[src/rtl/ddr2_cmd_sequencer.sv]
// rtl/ddr2_cmd_sequencer.sv - single-request DDR2 command sequencer with per-bank timing tracking
module ddr2_cmd_sequencer #(
  parameter int T_RCD = 3,
  parameter int T_RP  = 3,
  parameter int T_RAS = 9,
  parameter int T_RC  = 12,
  parameter int T_RRD = 2,
  parameter int T_FAW = 10,
  parameter int T_WR  = 6,
  parameter int T_RTP = 2,
  parameter int T_WTR = 4
) (
  input  logic        clk,
  input  logic        rst_n,
  input  logic        req_valid,
  output logic        req_ready,
  input  logic        req_write,
  input  logic [2:0]  req_bank,
  input  logic [12:0] req_row,
  input  logic [9:0]  req_col,
  output logic        ddr_cke,
  output logic        ddr_cs_n,
  output logic        ddr_ras_n,
  output logic        ddr_cas_n,
  output logic        ddr_we_n,
  output logic [2:0]  ddr_ba,
  output logic [12:0] ddr_addr,
  output logic        cmd_done
);

  localparam logic [1:0] S_IDLE = 2'd0;
  localparam logic [1:0] S_PRE  = 2'd1;
  localparam logic [1:0] S_ACT  = 2'd2;
  localparam logic [1:0] S_CAS  = 2'd3;

  localparam logic [3:0] CMD_NOP = 4'b0111;
  localparam logic [3:0] CMD_ACT = 4'b0011;
  localparam logic [3:0] CMD_PRE = 4'b0010;
  localparam logic [3:0] CMD_RD  = 4'b0101;
  localparam logic [3:0] CMD_WR  = 4'b0100;
  localparam logic [3:0] CMD_DES = 4'b1111;

  localparam logic [4:0] RCD = 5'(T_RCD);
  localparam logic [4:0] RP  = 5'(T_RP);
  localparam logic [4:0] RAS = 5'(T_RAS);
  localparam logic [4:0] RC  = 5'(T_RC);
  localparam logic [4:0] RRD = 5'(T_RRD);
  localparam logic [4:0] FAW = 5'(T_FAW);
  localparam logic [4:0] WR  = 5'(T_WR);
  localparam logic [4:0] RTP = 5'(T_RTP);
  localparam logic [4:0] WTR = 5'(T_WTR);
  localparam logic [4:0] SAT = 5'd31;

  logic [1:0]  state;
  logic        q_write;
  logic [2:0]  q_bank;
  logic [12:0] q_row;
  logic [9:0]  q_col;

  logic [7:0]  bank_open;
  logic [12:0] bank_row    [8];
  logic [4:0]  bank_act_el [8];
  logic [4:0]  bank_pre_el [8];
  logic [4:0]  act_el;
  logic [4:0]  rd_el;
  logic [4:0]  wr_el;
  logic [4:0]  faw_el      [4];

  logic [2:0]  held_ba;
  logic [12:0] held_addr;
  logic [3:0]  cmd;

  logic accept, row_hit;
  logic pre_ok, act_ok, cas_ok;
  logic issue_pre, issue_act, issue_cas, issue_any;

  function automatic logic [4:0] sat_inc(input logic [4:0] v);
    return (v == SAT) ? v : v + 5'd1;
  endfunction

  assign req_ready = ddr_cke && (state == S_IDLE);
  assign accept    = req_valid && req_ready;
  assign row_hit   = bank_open[req_bank] && (bank_row[req_bank] == req_row);

  // faw_el[3] is the age of the fourth-most-recent ACT; a fifth ACT must fall outside its window
  assign pre_ok = (bank_act_el[q_bank] >= RAS) && (wr_el >= WR) && (rd_el >= RTP);
  assign act_ok = (bank_pre_el[q_bank] >= RP) && (bank_act_el[q_bank] >= RC) &&
                  (act_el >= RRD) && (faw_el[3] >= FAW);
  assign cas_ok = (bank_act_el[q_bank] >= RCD) && (q_write || (wr_el >= WTR));

  assign issue_pre = (state == S_PRE) && pre_ok;
  assign issue_act = (state == S_ACT) && act_ok;
  assign issue_cas = (state == S_CAS) && cas_ok;
  assign issue_any = issue_pre || issue_act || issue_cas;
  assign cmd_done  = issue_cas;

  always_comb begin
    cmd      = CMD_NOP;
    ddr_ba   = held_ba;
    ddr_addr = held_addr;
    if (!ddr_cke) begin
      cmd = CMD_DES;
    end else if (issue_pre) begin
      cmd      = CMD_PRE;
      ddr_ba   = q_bank;
      ddr_addr = '0;
    end else if (issue_act) begin
      cmd      = CMD_ACT;
      ddr_ba   = q_bank;
      ddr_addr = q_row;
    end else if (issue_cas) begin
      cmd      = q_write ? CMD_WR : CMD_RD;
      ddr_ba   = q_bank;
      ddr_addr = {3'b000, q_col};
    end
  end

  assign {ddr_cs_n, ddr_ras_n, ddr_cas_n, ddr_we_n} = cmd;

  always_ff @(posedge clk or negedge rst_n) begin
    if (!rst_n) begin
      state     <= S_IDLE;
      ddr_cke   <= 1'b0;
      q_write   <= 1'b0;
      q_bank    <= '0;
      q_row     <= '0;
      q_col     <= '0;
      bank_open <= '0;
      held_ba   <= '0;
      held_addr <= '0;
      for (int i = 0; i < 8; i++) begin
        bank_row[i] <= '0;
      end
    end else begin
      ddr_cke <= 1'b1;
      if (issue_any) begin
        held_ba   <= ddr_ba;
        held_addr <= ddr_addr;
      end
      case (state)
        S_IDLE: if (accept) begin
          q_write <= req_write;
          q_bank  <= req_bank;
          q_row   <= req_row;
          q_col   <= req_col;
          if (row_hit)                  state <= S_CAS;
          else if (bank_open[req_bank]) state <= S_PRE;
          else                          state <= S_ACT;
        end
        S_PRE: if (issue_pre) begin
          bank_open[q_bank] <= 1'b0;
          state             <= S_ACT;
        end
        S_ACT: if (issue_act) begin
          bank_open[q_bank] <= 1'b1;
          bank_row[q_bank]  <= q_row;
          state             <= S_CAS;
        end
        default: if (issue_cas) state <= S_IDLE;
      endcase
    end
  end

  // Counters reload to 1 so that in each later cycle they read the cycles elapsed since the command
  always_ff @(posedge clk or negedge rst_n) begin
    if (!rst_n) begin
      act_el <= SAT;
      rd_el  <= SAT;
      wr_el  <= SAT;
      for (int i = 0; i < 8; i++) begin
        bank_act_el[i] <= SAT;
        bank_pre_el[i] <= SAT;
      end
      for (int i = 0; i < 4; i++) begin
        faw_el[i] <= SAT;
      end
    end else begin
      act_el <= issue_act ? 5'd1 : sat_inc(act_el);
      rd_el  <= (issue_cas && !q_write) ? 5'd1 : sat_inc(rd_el);
      wr_el  <= (issue_cas && q_write) ? 5'd1 : sat_inc(wr_el);
      for (int i = 0; i < 8; i++) begin
        bank_act_el[i] <= (issue_act && (q_bank == 3'(i))) ? 5'd1 : sat_inc(bank_act_el[i]);
        bank_pre_el[i] <= (issue_pre && (q_bank == 3'(i))) ? 5'd1 : sat_inc(bank_pre_el[i]);
      end
      faw_el[0] <= issue_act ? 5'd1 : sat_inc(faw_el[0]);
      for (int i = 1; i < 4; i++) begin
        faw_el[i] <= issue_act ? sat_inc(faw_el[i-1]) : sat_inc(faw_el[i]);
      end
    end
  end

endmodule

[config.mk]
export PLATFORM = sky130hd
export DESIGN_NAME = ddr2_cmd_sequencer
export DESIGN_NICKNAME = d
export VERILOG_FILES = /design/src/rtl/ddr2_cmd_sequencer.sv
export SDC_FILE = /design/constraint.sdc
export NUM_CORES = 1
export LEC_CHECK = 0
export CELL_PAD_IN_SITES_DETAIL_PLACEMENT = 0
export CELL_PAD_IN_SITES_GLOBAL_PLACEMENT = 1
export CORE_ASPECT_RATIO = 1.5
export CORE_MARGIN = 10
export CORE_UTILIZATION = 45
export CTS_BUF_LIST = sky130_fd_sc_hd__clkbuf_8
export CTS_CLUSTER_DIAMETER = 150
export CTS_CLUSTER_SIZE = 12
export DETAILED_ROUTE_END_ITERATION = 12
export DONT_BUFFER_PORTS = 1
export PLACE_DENSITY = 0.78
export SLEW_MARGIN = 20
export SYNTH_ARGS = -nofsm -noshare
export SYNTH_HDL_FRONTEND = slang
export SYNTH_SLANG_ARGS = --single-unit
[constraint.sdc]
create_clock -name clk -period 3.4 [get_ports clk]
set_input_delay 0.17 -clock clk [delete_from_list [all_inputs] [get_ports clk]]
set_output_delay 0.17 -clock clk [all_outputs]
set_load 0.03 [all_outputs]
==> flow_metrics.env <==
export IMPL_clk_path_buf_depth=3
export IMPL_clock_sinks=273
export IMPL_yosys_area_top_type="dfrtp_1"
export IMPL_switchingPower_mw=6.63
export IMPL_ant_nets=0
export IMPL_dp_hpwl_mm=22.0
export IMPL_drc=0
export IMPL_routed_wl_mm=32.6
export IMPL_place_inst=1528
export IMPL_power_density_nw_per_um2=1050
export IMPL_insertion_delay_ps=600
export IMPL_place_area_um2=14900
export IMPL_setup_violations=18
export IMPL_synth_area_leaders="dfrtp_1, dfstp_2, mux2_2, mux2i_1, mux4_2"
export IMPL_required_ps=3230
export IMPL_drv_slew=0
export IMPL_worst_pin_slew_ps=738
export IMPL_cts_hold_buffers_added=27
export IMPL_final_cell_count_no_fill=1622
export IMPL_synth_top_area_share_pct=27.7
export IMPL_final_hold_viol_count=273
export IMPL_fmax_ghz=0.267
export IMPL_dieArea_um2=39300
export IMPL_clkTransAtPathRegs_ps=90
export IMPL_place_gp_congestion=0.895
export IMPL_layout_drive_gt1_share_pct=36.8
export IMPL_layout_commonest_cell="dfrtp_1"
export IMPL_cts_tree="done"
export IMPL_synthMuxAreaShare_pct=22.5
export IMPL_failed_checks="hold timing, setup timing"
export IMPL_fin_hold_ws_ps=-714
export IMPL_area_growth_pct=13.0
export IMPL_r2r_end="held_ba[1]"
export IMPL_die_width_um=165
export IMPL_finalCriticalPeriod_ps=3740
export IMPL_grt_pass1_wl_mm=53.2
export IMPL_vias_per_cell=5.61
export IMPL_synth_compound_area_share_pct=5.44
export IMPL_critPathMaxFanout=15
export IMPL_synthesis_nets=1216
export IMPL_ys_seq_area_share_pct=48.9
export IMPL_synth_seq_cells=273
export IMPL_path_class="register to primary output"
export IMPL_synth_ff_type="dfrtp_1"
export IMPL_port_buffer_count=0
export IMPL_initial_core_util_pct=45.8
export IMPL_io_pins=53
export IMPL_fin_crit_sh_pct=110
export IMPL_hp_class="input port to asynchronous set/reset pin"
export IMPL_clock_skew_ps=38.1
export IMPL_synth_edf_count=0
export IMPL_end_kind="primary output"
export IMPL_wl_per_cell_um=20.1
export IMPL_ir_drop_v=0.000634
export IMPL_power_share_switching_pct=39.3
export IMPL_stdcell_area_um2=16100
export IMPL_rr_worst_depth=10
export IMPL_drt_first_pass_iters=5
export IMPL_synth_top_family_by_area="multiplexers"
export IMPL_via_count=9104
export IMPL_synth_async_reset_ratio_pct=100
export IMPL_rsz0062_at_grt="true"
export IMPL_final_net_count=1280
export IMPL_antenna_found_initial=1
export IMPL_grt_max_degree=274
export IMPL_p_leak_nw=7.07
export IMPL_p_int_mw=10.2
export IMPL_synth_cell_type_count=74
export IMPL_rr_startpoint="q_bank[1]"
export IMPL_cts_buffers=26
export IMPL_synthSimpleGateAreaFrac_pct=10.6
export IMPL_synthAdderAreaFrac_pct=4.48
export IMPL_synth_xor_area_share_pct=5.04
export IMPL_clkPwrFrac_pct=11.0
export IMPL_netlist_instances=1135
export IMPL_start_kind="register"
export IMPL_layout_common_cells="dfrtp_1, mux2_2, nor2_1, dfstp_2, mux2i_1"
export IMPL_drt_iter0_markers=510
export IMPL_clock_root_buffer="clkbuf_8"
export IMPL_setup_ws_ps=-339
export IMPL_row_count=79
export IMPL_grt_pass1_vias=9785
export IMPL_max_cap_viol_count=0
export IMPL_r2r_setup_slack_ps=220
export IMPL_die_h_um=238
export IMPL_ys_warn_count=0
export IMPL_core_um2=31100
export IMPL_pwr_share_comb_pct=48.4
export IMPL_synth_area_per_cell_um2=12.6
export IMPL_grt_usage_pct=16.7
export IMPL_worstSetupStartpoint="q_bank[1]"
export IMPL_crit_arrival_ps=3570
export IMPL_slew_headroom_pct=50.5
export IMPL_mappedNetlistArea_um2=14300
export IMPL_endpoint="ddr_addr[0]"
export IMPL_htree_num_levels=1
export IMPL_p_seq_share_pct=40.6
export IMPL_status="finished, violations left"
export IMPL_overflow=0
sequential cells by signal, summed over array words and instances, names as in the netlist, named ones only:
register	cells
state	2
bank_act_el	40
held_ba	3
q_bank	3
wr_el	5
q_write	1
q_row	13
ddr_cke	1
rd_el	5
held_addr	13
bank_pre_el	40
q_col	10
act_el	5
faw_el	20
bank_row	104
area by class of cell:
| type | instances | area (um^2) |
|---|---|---|
| repair buffers | 101 | 1030 |
| flip-flops and latches | 273 | 6980 |
| diodes | 1 | 2.50 |
| clock inverters | 18 | 68.8 |
| clock buffers | 27 | 372 |
| fillers | 2681 | 15000 |
| inverters | 23 | 87.6 |
| multi-input cells | 774 | 7060 |
| well taps | 405 | 507 |
routing by layer:
| layer | routed length [um] | vias up | GRT usage [%] |
|---|---|---|---|
| met5 | 0 | - | 0 |
| met4 | 1140 | 0 | 6.72 |
| met3 | 1330 | 61 | 2.24 |
| met2 | 17800 | 140 | 30.9 |
| met1 | 12300 | 4691 | 18.8 |
| li1 | - | 4212 | - |
cells by family after synthesis:
logic type               count (synthesis)
AO/OA/AOI/OAI                          103
adder cells (fa/ha/maj)                 51
buffers and inverters                   88
AND/OR/NAND/NOR                        279
XOR/XNOR                                82
other                                    1
multiplexers                           258
flip-flops                             273
critical path, stage by stage (launching register included):
cell and delay [ps]:
dfrtp_2 500, buf_12 170, mux2_4 200, o22ai_2 80, a221oi_4 340, a41oi_2 100
buf_4 190, nor4b_4 310, buf_6 190, o21ai_4 60, buf_12 180, a221oi_1 410
buf_4 240
what timing repair did:
| item | 4_1_cts | 5_1_grt |
|---|---|---|
| pin swaps | 9 | 9 |
| setup buffers | 11 | 8 |
| setup endpoints to repair | 19 | 19 |
| hold endpoints to repair | 302 | 273 |
| gates cloned | 2 | 0 |
| gates resized for setup | 31 | 26 |
synthesized netlist by cell type (4+ instances only):
cell type	n
buf_6	8
o21ai_0	14
nor2b_1	21
a221oi_1	20
inv_1	22
mux2_4	10
xor2_1	45
buf_1	16
nand3b_1	10
a32o_1	6
mux2i_1	78
nand4b_1	20
mux4_2	32
buf_2	8
xnor2_1	37
dfstp_2	115
nand2_1	28
a2111oi_0	5
nor4_1	5
nand2b_1	12
mux2_1	4
a31oi_1	6
ha_1	51
mux2_2	134
nand3_1	11
buf_4	4
nand4_1	6
nor2_1	117
dfrtp_1	158
nor3_1	8
clkbuf_1	28
and3_1	20
a21oi_1	22
per-stage QoR:
stage | power [mW] | setup WS (ps) | utilization [%] | setup TNS, ps
final | 16.9 | -339 | 51.7 | -2950
after global routing | 18.1 | -398 | 51.7 | -5140
after CTS | 16.7 | -243 | 51.2 | -3350
after detailed placement | 14.3 | 56.0 | 48.0 | 0
after global placement | 14.0 | 79.5 | 48.0 | 0
after floorplan | 12.2 | 15.2 | - | 0
worst min path at each step:
stage / start / endpoint / slack (ps) / cells past startpoint
5_1_grt: rst_n / q_bank[0] / -760 / 0
6_report: rst_n / held_addr[10] / -710 / 0
2_1_floorplan: rst_n / asynchronous set/reset pin / -130 / 0
3_5_place_dp: rst_n / state[1] / -90 / 0
4_1_cts: rst_n / q_bank[0] / -740 / 0
3_3_place_gp: rst_n / held_ba[0] / -90 / 0
power by group through the flow:
stage	logic [mW]	registers, mW	clock network, mW
floorplan	5.95	6.21	0
global placement	7.25	6.78	0
detailed placement	7.45	6.85	0
CTS	7.97	6.82	1.92
global route	8.96	7.10	2.04
finish	8.16	6.85	1.85
Note: power is estimated with default switching activity, not from simulation.
